`src/rtl/dp_mem_pkg.sv`:
```
// Shared types and defaults for the dual-port memory arbiter slice.
package dp_mem_pkg;

    localparam int DEF_DATA_SIZE  = 32;
    localparam int DEF_ADDR_WIDTH = 4;
    localparam int NUM_CLIENTS    = 2;

    typedef enum logic [2:0] {
        CMD_NONE,
        CMD_WR,
        CMD_RD,
        CMD_WRRD,
        CMD_CLR
    } cmd_e;

    typedef enum logic [1:0] {
        IDLE,
        CMD,
        CLR
    } state_e;

    function automatic logic cmd_writes(input cmd_e c);
        return (c == CMD_WR) || (c == CMD_WRRD);
    endfunction

    function automatic logic cmd_reads(input cmd_e c);
        return (c == CMD_RD) || (c == CMD_WRRD);
    endfunction

endpackage

```
`src/rtl/dp_mem_arbiter_rr_arb2.sv`:
```
// Two-way round-robin picker; the pointer remembers the last sole-granted client.
module rr_arb2 (
    input  logic       clk,
    input  logic       rst,
    input  logic [1:0] req,
    input  logic       upd_en,
    output logic [1:0] gnt
);

    logic ptr_reg;  // 1 = B was granted last, so A wins the next tie

    always_comb begin
        gnt = req;
        if (req == 2'b11) begin
            gnt = ptr_reg ? 2'b01 : 2'b10;
        end
    end

    always_ff @(posedge clk or negedge rst) begin
        if (!rst) begin
            ptr_reg <= 1'b1;
        end else if (upd_en && (gnt != 2'b00)) begin
            ptr_reg <= gnt[1];
        end
    end

endmodule

```
`src/rtl/dp_mem_arbiter.sv`:
```
// Two-client arbiter/sequencer for dp_memory: clear, write/read merge,
// round-robin otherwise, and read-data routing back to the issuing client.
module dp_mem_arbiter
    import dp_mem_pkg::*;
#(
    parameter int DATA_SIZE  = DEF_DATA_SIZE,
    parameter int ADDR_WIDTH = DEF_ADDR_WIDTH
) (
    input  logic                  clk,
    input  logic                  rst,
    input  logic                  req_a,
    input  logic                  req_b,
    input  logic                  we_a,
    input  logic                  we_b,
    input  logic [ADDR_WIDTH-1:0] addr_a,
    input  logic [ADDR_WIDTH-1:0] addr_b,
    input  logic [DATA_SIZE-1:0]  wdata_a,
    input  logic [DATA_SIZE-1:0]  wdata_b,
    output logic                  gnt_a,
    output logic                  gnt_b,
    output logic                  rvalid_a,
    output logic                  rvalid_b,
    output logic [DATA_SIZE-1:0]  rdata_a,
    output logic [DATA_SIZE-1:0]  rdata_b,
    input  logic                  clr_req,
    output logic                  clr_done,
    output logic                  mem_valid,
    output logic                  mem_we,
    output logic                  mem_re,
    output logic [ADDR_WIDTH-1:0] mem_w_addr,
    output logic [ADDR_WIDTH-1:0] mem_r_addr,
    output logic [DATA_SIZE-1:0]  mem_w_data,
    input  logic [DATA_SIZE-1:0]  mem_r_data,
    input  logic                  mem_ready,
    output logic                  err
);

    logic [1:0]            req_v, elig, pick, gnt_next, rd_next;
    logic [1:0]            gnt_reg, rd_issue_reg, rd_pend_reg, rvalid_v;
    logic [DATA_SIZE-1:0]  rdata_v [NUM_CLIENTS];
    logic                  clr_elig, merge, upd_en;
    logic                  sel, sel_we;
    logic [ADDR_WIDTH-1:0] sel_addr, w_addr_next, r_addr_next;
    logic [DATA_SIZE-1:0]  sel_wdata, w_data_next;
    cmd_e                  cmd_next;
    state_e                state_reg;
    logic                  mem_valid_reg, mem_we_reg, mem_re_reg;
    logic [ADDR_WIDTH-1:0] mem_w_addr_reg, mem_r_addr_reg;
    logic [DATA_SIZE-1:0]  mem_w_data_reg;
    logic                  clr_done_reg, err_reg;

    assign req_v = {req_b, req_a};

    generate
        for (genvar gi = 0; gi < NUM_CLIENTS; gi++) begin : g_client
            assign elig[gi]     = req_v[gi] & ~gnt_reg[gi];
            assign rvalid_v[gi] = rd_pend_reg[gi] & mem_ready;
            assign rdata_v[gi]  = rvalid_v[gi] ? mem_r_data : '0;
        end
    endgenerate

    // A clear is a handshake too: it stays ineligible while on the bus and while done is shown.
    assign clr_elig = clr_req & ~clr_done_reg & (state_reg != CLR);
    assign merge    = (&elig) & (we_a ^ we_b) & (addr_a != addr_b);
    assign upd_en   = ~clr_elig & ~merge;

    rr_arb2 u_rr (
        .clk    (clk),
        .rst    (rst),
        .req    (elig),
        .upd_en (upd_en),
        .gnt    (pick)
    );

    assign sel       = pick[1];
    assign sel_we    = sel ? we_b    : we_a;
    assign sel_addr  = sel ? addr_b  : addr_a;
    assign sel_wdata = sel ? wdata_b : wdata_a;

    always_comb begin
        cmd_next    = CMD_NONE;
        gnt_next    = 2'b00;
        rd_next     = 2'b00;
        w_addr_next = '0;
        r_addr_next = '0;
        w_data_next = '0;
        if (clr_elig) begin
            cmd_next = CMD_CLR;
        end else if (merge) begin
            cmd_next    = CMD_WRRD;
            gnt_next    = 2'b11;
            w_addr_next = we_a ? addr_a  : addr_b;
            w_data_next = we_a ? wdata_a : wdata_b;
            r_addr_next = we_a ? addr_b  : addr_a;
            rd_next     = we_a ? 2'b10   : 2'b01;
        end else if (pick != 2'b00) begin
            gnt_next = pick;
            if (sel_we) begin
                cmd_next    = CMD_WR;
                w_addr_next = sel_addr;
                w_data_next = sel_wdata;
            end else begin
                cmd_next    = CMD_RD;
                r_addr_next = sel_addr;
                rd_next     = pick;
            end
        end
    end

    // Read pending follows the read command by one edge, lining up with mem_ready.
    always_ff @(posedge clk or negedge rst) begin
        if (!rst) begin
            state_reg      <= IDLE;
            mem_valid_reg  <= 1'b0;
            mem_we_reg     <= 1'b0;
            mem_re_reg     <= 1'b0;
            mem_w_addr_reg <= '0;
            mem_r_addr_reg <= '0;
            mem_w_data_reg <= '0;
            gnt_reg        <= 2'b00;
            rd_issue_reg   <= 2'b00;
            rd_pend_reg    <= 2'b00;
            clr_done_reg   <= 1'b0;
            err_reg        <= 1'b0;
        end else begin
            case (cmd_next)
                CMD_CLR:  state_reg <= CLR;
                CMD_NONE: state_reg <= IDLE;
                default:  state_reg <= CMD;
            endcase
            mem_valid_reg  <= (cmd_next != CMD_NONE);
            mem_we_reg     <= cmd_writes(cmd_next);
            mem_re_reg     <= cmd_reads(cmd_next);
            mem_w_addr_reg <= w_addr_next;
            mem_r_addr_reg <= r_addr_next;
            mem_w_data_reg <= w_data_next;
            gnt_reg        <= gnt_next;
            rd_issue_reg   <= rd_next;
            rd_pend_reg    <= rd_issue_reg;
            clr_done_reg   <= (state_reg == CLR);
            err_reg        <= err_reg | ((|rd_pend_reg) & ~mem_ready);
        end
    end

    assign gnt_a      = gnt_reg[0];
    assign gnt_b      = gnt_reg[1];
    assign rvalid_a   = rvalid_v[0];
    assign rvalid_b   = rvalid_v[1];
    assign rdata_a    = rdata_v[0];
    assign rdata_b    = rdata_v[1];
    assign clr_done   = clr_done_reg;
    assign mem_valid  = mem_valid_reg;
    assign mem_we     = mem_we_reg;
    assign mem_re     = mem_re_reg;
    assign mem_w_addr = mem_w_addr_reg;
    assign mem_r_addr = mem_r_addr_reg;
    assign mem_w_data = mem_w_data_reg;
    assign err        = err_reg;

endmodule

```
`config.mk`:
```
export PLATFORM = sky130hd
export DESIGN_NAME = dp_mem_arbiter
export DESIGN_NICKNAME = d
export VERILOG_FILES = /design/src/rtl/dp_mem_pkg.sv /design/src/rtl/dp_mem_arbiter_rr_arb2.sv /design/src/rtl/dp_mem_arbiter.sv
export SDC_FILE = /design/constraint.sdc
export NUM_CORES = 1
export LEC_CHECK = 0
export BUFFER_PORTS_ARGS = -buffer_cell sky130_fd_sc_hd__buf_2
export CAP_MARGIN = 15
export CORE_MARGIN = 10
export CORE_UTILIZATION = 41
export CTS_CLUSTER_SIZE = 16
export DETAILED_ROUTE_END_ITERATION = 6
export PLACE_DENSITY = 0.8
export SYNTH_ARGS = -nofsm -noshare
export SYNTH_HDL_FRONTEND = slang
export SYNTH_SLANG_ARGS = --single-unit
```
`constraint.sdc`:
```
create_clock -name clk -period 2 [get_ports clk]
set_clock_uncertainty 0.2 [all_clocks]
set_input_delay 0.3 -clock clk [delete_from_list [all_inputs] [get_ports clk]]
set_output_delay 0.3 -clock clk [all_outputs]
set_load 0.01 [all_outputs]
```
==> flow_summary_export.csv <==
group,metric,value,unit
outcome,status,"complete, no violations",
synth,yosys_warnings,0,
route,dr.pass1.iters,5,
worst_setup_path,path_max_fanout,23,
synth,yosysTopAreaCell,"dfrtp_1",
global_route,grt_pass1_wl,19300,microns
placement,io_buffers,224,
global_route,use_met3,5.33,%
placement,dpl.hpwl,10400,microns
route,routed_wl,13100,microns
sta,fin_crit_sh,93.4,%
route,drtIter0Drc,194,
worst_setup_path,startpoint,"rd_pend_reg[1]$_DFF_PN0_",
sta,finalSetupViolCount,0,
placement,place_congestion,0.965,
route,route.detailed.wl_per_inst,19.4,microns
clocking,clk_path_buf_depth,2,
sta,worst_pin_slew,518,ps
floorplan,start_util,42.8,%
global_route,met2_usage,40.3,%
synth,syn_inst,354,
global_route,use_met1,20.0,%
power_and_ir_drop,power,3340,uW
floorplan,dieArea,11600,sq um
clocking,numCtsBuffers,5,
synth,async_flop_share,100,%
worst_setup_path,rr_endpoint,"mem_re$_DFF_PN0_",
global_route,antenna_found_initial,2,
sta,finalHoldViolCount,0,
power_and_ir_drop,leakage,0.00274,uW
worst_setup_path,r2r_start,"gnt_reg[1]$_DFF_PN0_",
sta,slew_headroom,65.5,%
global_route,grt_pass1_vias,3584,
sta,hold_slack,11.6,ps
route,vias,3586,
synth,synthTopCellsByArea,"dfrtp_1 (42%), and3_1 (13%), a21boi_1 (7.1%), nand3_1 (6.0%), o21ai_0 (5.9%)",
final_layout,area_delta_synth_final,46.2,%
route,viasPerCell,5.32,
hold_path,holdCritPathClass,"in2reg",
clocking,clock-root-buffer,"clkbuf_8",
synth,synth.yosys.seq_area_share,42.9,%
route,drc,0,
power_and_ir_drop,powerDensity,725,nW/um^2
clocking,cts_tree,"built",
global_route,grt-ovfl-total,0,
synth,synth.distinct_cells,42,
route,ant_nets,0,
flow_run,drv_cap,0,
synth,synth_nets,466,
worst_setup_path,crit_type,"reg2out",
final_layout,fillCellCount,636,
synth,yosysMostFrequentCell,"and3_1",
synth,synth.top_cell.area_share,42.0,%
synth,synth_edf_count,0,
sta,finalMaxSlewViolations,0,
synth,syn_area,3150,sq um
worst_setup_path,worstSetupEndpointType,"output port",
floorplan,io_pins,225,
sta,finalCriticalPeriod,1870,ps
synth,syn_area_per_cell,8.91,sq um
global_route,busiest_layer,"met2",
worst_setup_path,cp-endpoint,"rdata_b[3]",
synth,yosys-top-cells-count,"and3_1 (68), dfrtp_1 (53), nand3_1 (38)",
worst_setup_path,arrival,1370,ps
synth,synth_seq_cells,54,
power_and_ir_drop,ir_worst_vdd,370,uV
sta,finalSetupTns,0,ps
floorplan,die_w,108,microns
final_layout,nets,683,
clocking,clk_pin_slew_worst_paths,110,ps
worst_setup_path,r2r_setup_slack,140,ps
worst_setup_path,startpoint_type,"register",
synth,synth-main-ff-cell,"dfrtp_1",
clocking,clock-sinks,54,
worst_setup_path,required,1500,ps
clocking,clk_latency,310,ps
floorplan,core,7370,sq um
floorplan,num_rows,31,
clocking,htree_levels,2,
global_route,grt_max_degree,68,
floorplan,dieHeight,108,microns
final_layout,largest_register_ffs,32,
sta,rsz0062_at_grt,"no",
worst_setup_path,rr_worst_depth,6,
sta,fmax,0.535,GHz
final_layout,drive_gt1_share,47.6,%
global_route,gr-usage-all-layers,20.7,%
==> worst min-delay path by stage <==
stage                           start                       end  slack (ps)  cells after the start
after floorplan                   rst        clr_done$_DFF_PN0_        -200                      0
after global placement            rst   mem_r_addr[1]$_DFF_PN0_         100                      1
after detailed placement          rst   mem_r_addr[1]$_DFF_PN0_         110                      1
after CTS                 wdata_a[11]  mem_w_data[11]$_DFF_PN0_           2                      3
after global routing      wdata_a[28]  mem_w_data[28]$_DFF_PN0_           7                      3
final                     wdata_a[11]  mem_w_data[11]$_DFF_PN0_          10                      3
==> where the power goes <==
group	switching, uW	internal, uW
Clock	397	261
Sequential	86.5	1270
Combinational	731	599
Total	1210	2130
==> timing repair <==
action / CTS / global route
cloned: 0 / 0
buffers inserted: 0 / 4
hold buffers: 1 / 0
endpoints found under the hold margin: 20 / 0
gates resized for setup: 1 / 2
setup endpoints to repair: 33 / 22
pin swaps: 0 / 0
==> worst max-delay path, stage by stage, from the launching register on <==
cell and delay, ps:
dfrtp_1 560, buf_12 190, and3_1 160, buf_2 140
==> metrics by stage <==
stage / cells / setup WS (ps) / area [sq um] / utilization [%]
2_1_floorplan: 354 / 248 / 3150 / -
3_3_place_gp: 658 / 136 / 4460 / 60.5
3_5_place_dp: 658 / 88.8 / 4460 / 60.5
4_1_cts: 667 / 67.6 / 4570 / 62.0
5_1_grt: 673 / 26.0 / 4610 / 62.5
6_report: 674 / 132 / 4610 / 62.6
==> placed cells by master, fill, tap and decap left out, types with 2 or more instances in the layout <==
| cell type | netlist | layout |
|---|---|---|
| a21boi_1 | 30 | 30 |
| buf_2 | 14 | 224 |
| or3_1 | 2 | 2 |
| clkbuf_8 | 0 | 5 |
| nand2b_1 | 2 | 2 |
| diode_2 | 0 | 3 |
| mux2_2 | 4 | 4 |
| nor2_1 | 3 | 3 |
| buf_4 | 5 | 12 |
| buf_12 | 0 | 8 |
| xnor2_1 | 4 | 4 |
| inv_1 | 2 | 2 |
| a21o_1 | 4 | 4 |
| and2_1 | 4 | 4 |
| and3_1 | 68 | 68 |
| nand3_1 | 38 | 38 |
| dfrtp_1 | 53 | 52 |
| o21ai_0 | 37 | 37 |
| a21oi_1 | 15 | 14 |
| nor3b_1 | 4 | 4 |
| nand2_1 | 17 | 17 |
| clkinv_4 | 0 | 2 |
| nand4_1 | 6 | 6 |
| o211ai_1 | 4 | 4 |
==> cells by family (layout without fill, tap and decap cells) <==
logic type,after synthesis,after routing,share of synthesized area [%]
and+or+nand+nor,156,156,28.9
xor gates and xnor gates,5,5,1.63
AOI/OAI and AO/OA,97,97,19.5
buffers and inverters,38,256,5.67
muxes,4,4,1.43
other,0,3,0
DFF,54,54,42.9
==> cell type report <==
cell class | count | area, sq um | share of cell area, %
Sequential cell | 54 | 1350 | 29.4
Inverter | 2 | 7.51 | 0.163
Timing Repair Buffer | 246 | 1390 | 30.2
Tap cell | 99 | 124 | 2.69
Clock buffer | 5 | 68.8 | 1.49
Antenna cell | 3 | 7.51 | 0.163
Clock inverter | 3 | 28.8 | 0.624
Multi-Input combinational cell | 262 | 1630 | 35.3
==> layer usage <==
| layer | vias to the layer above | part of all wire, % | wire length [microns] |
|---|---|---|---|
| li1 | 1710 | - | - |
| met1 | 1699 | 34 | 4510 |
| met2 | 157 | 56 | 7360 |
| met3 | 20 | 7.2 | 939 |
| met4 | 0 | 2.3 | 299 |
| met5 | - | 0 | 0 |
Note: power is estimated with default switching activity, not from simulation.
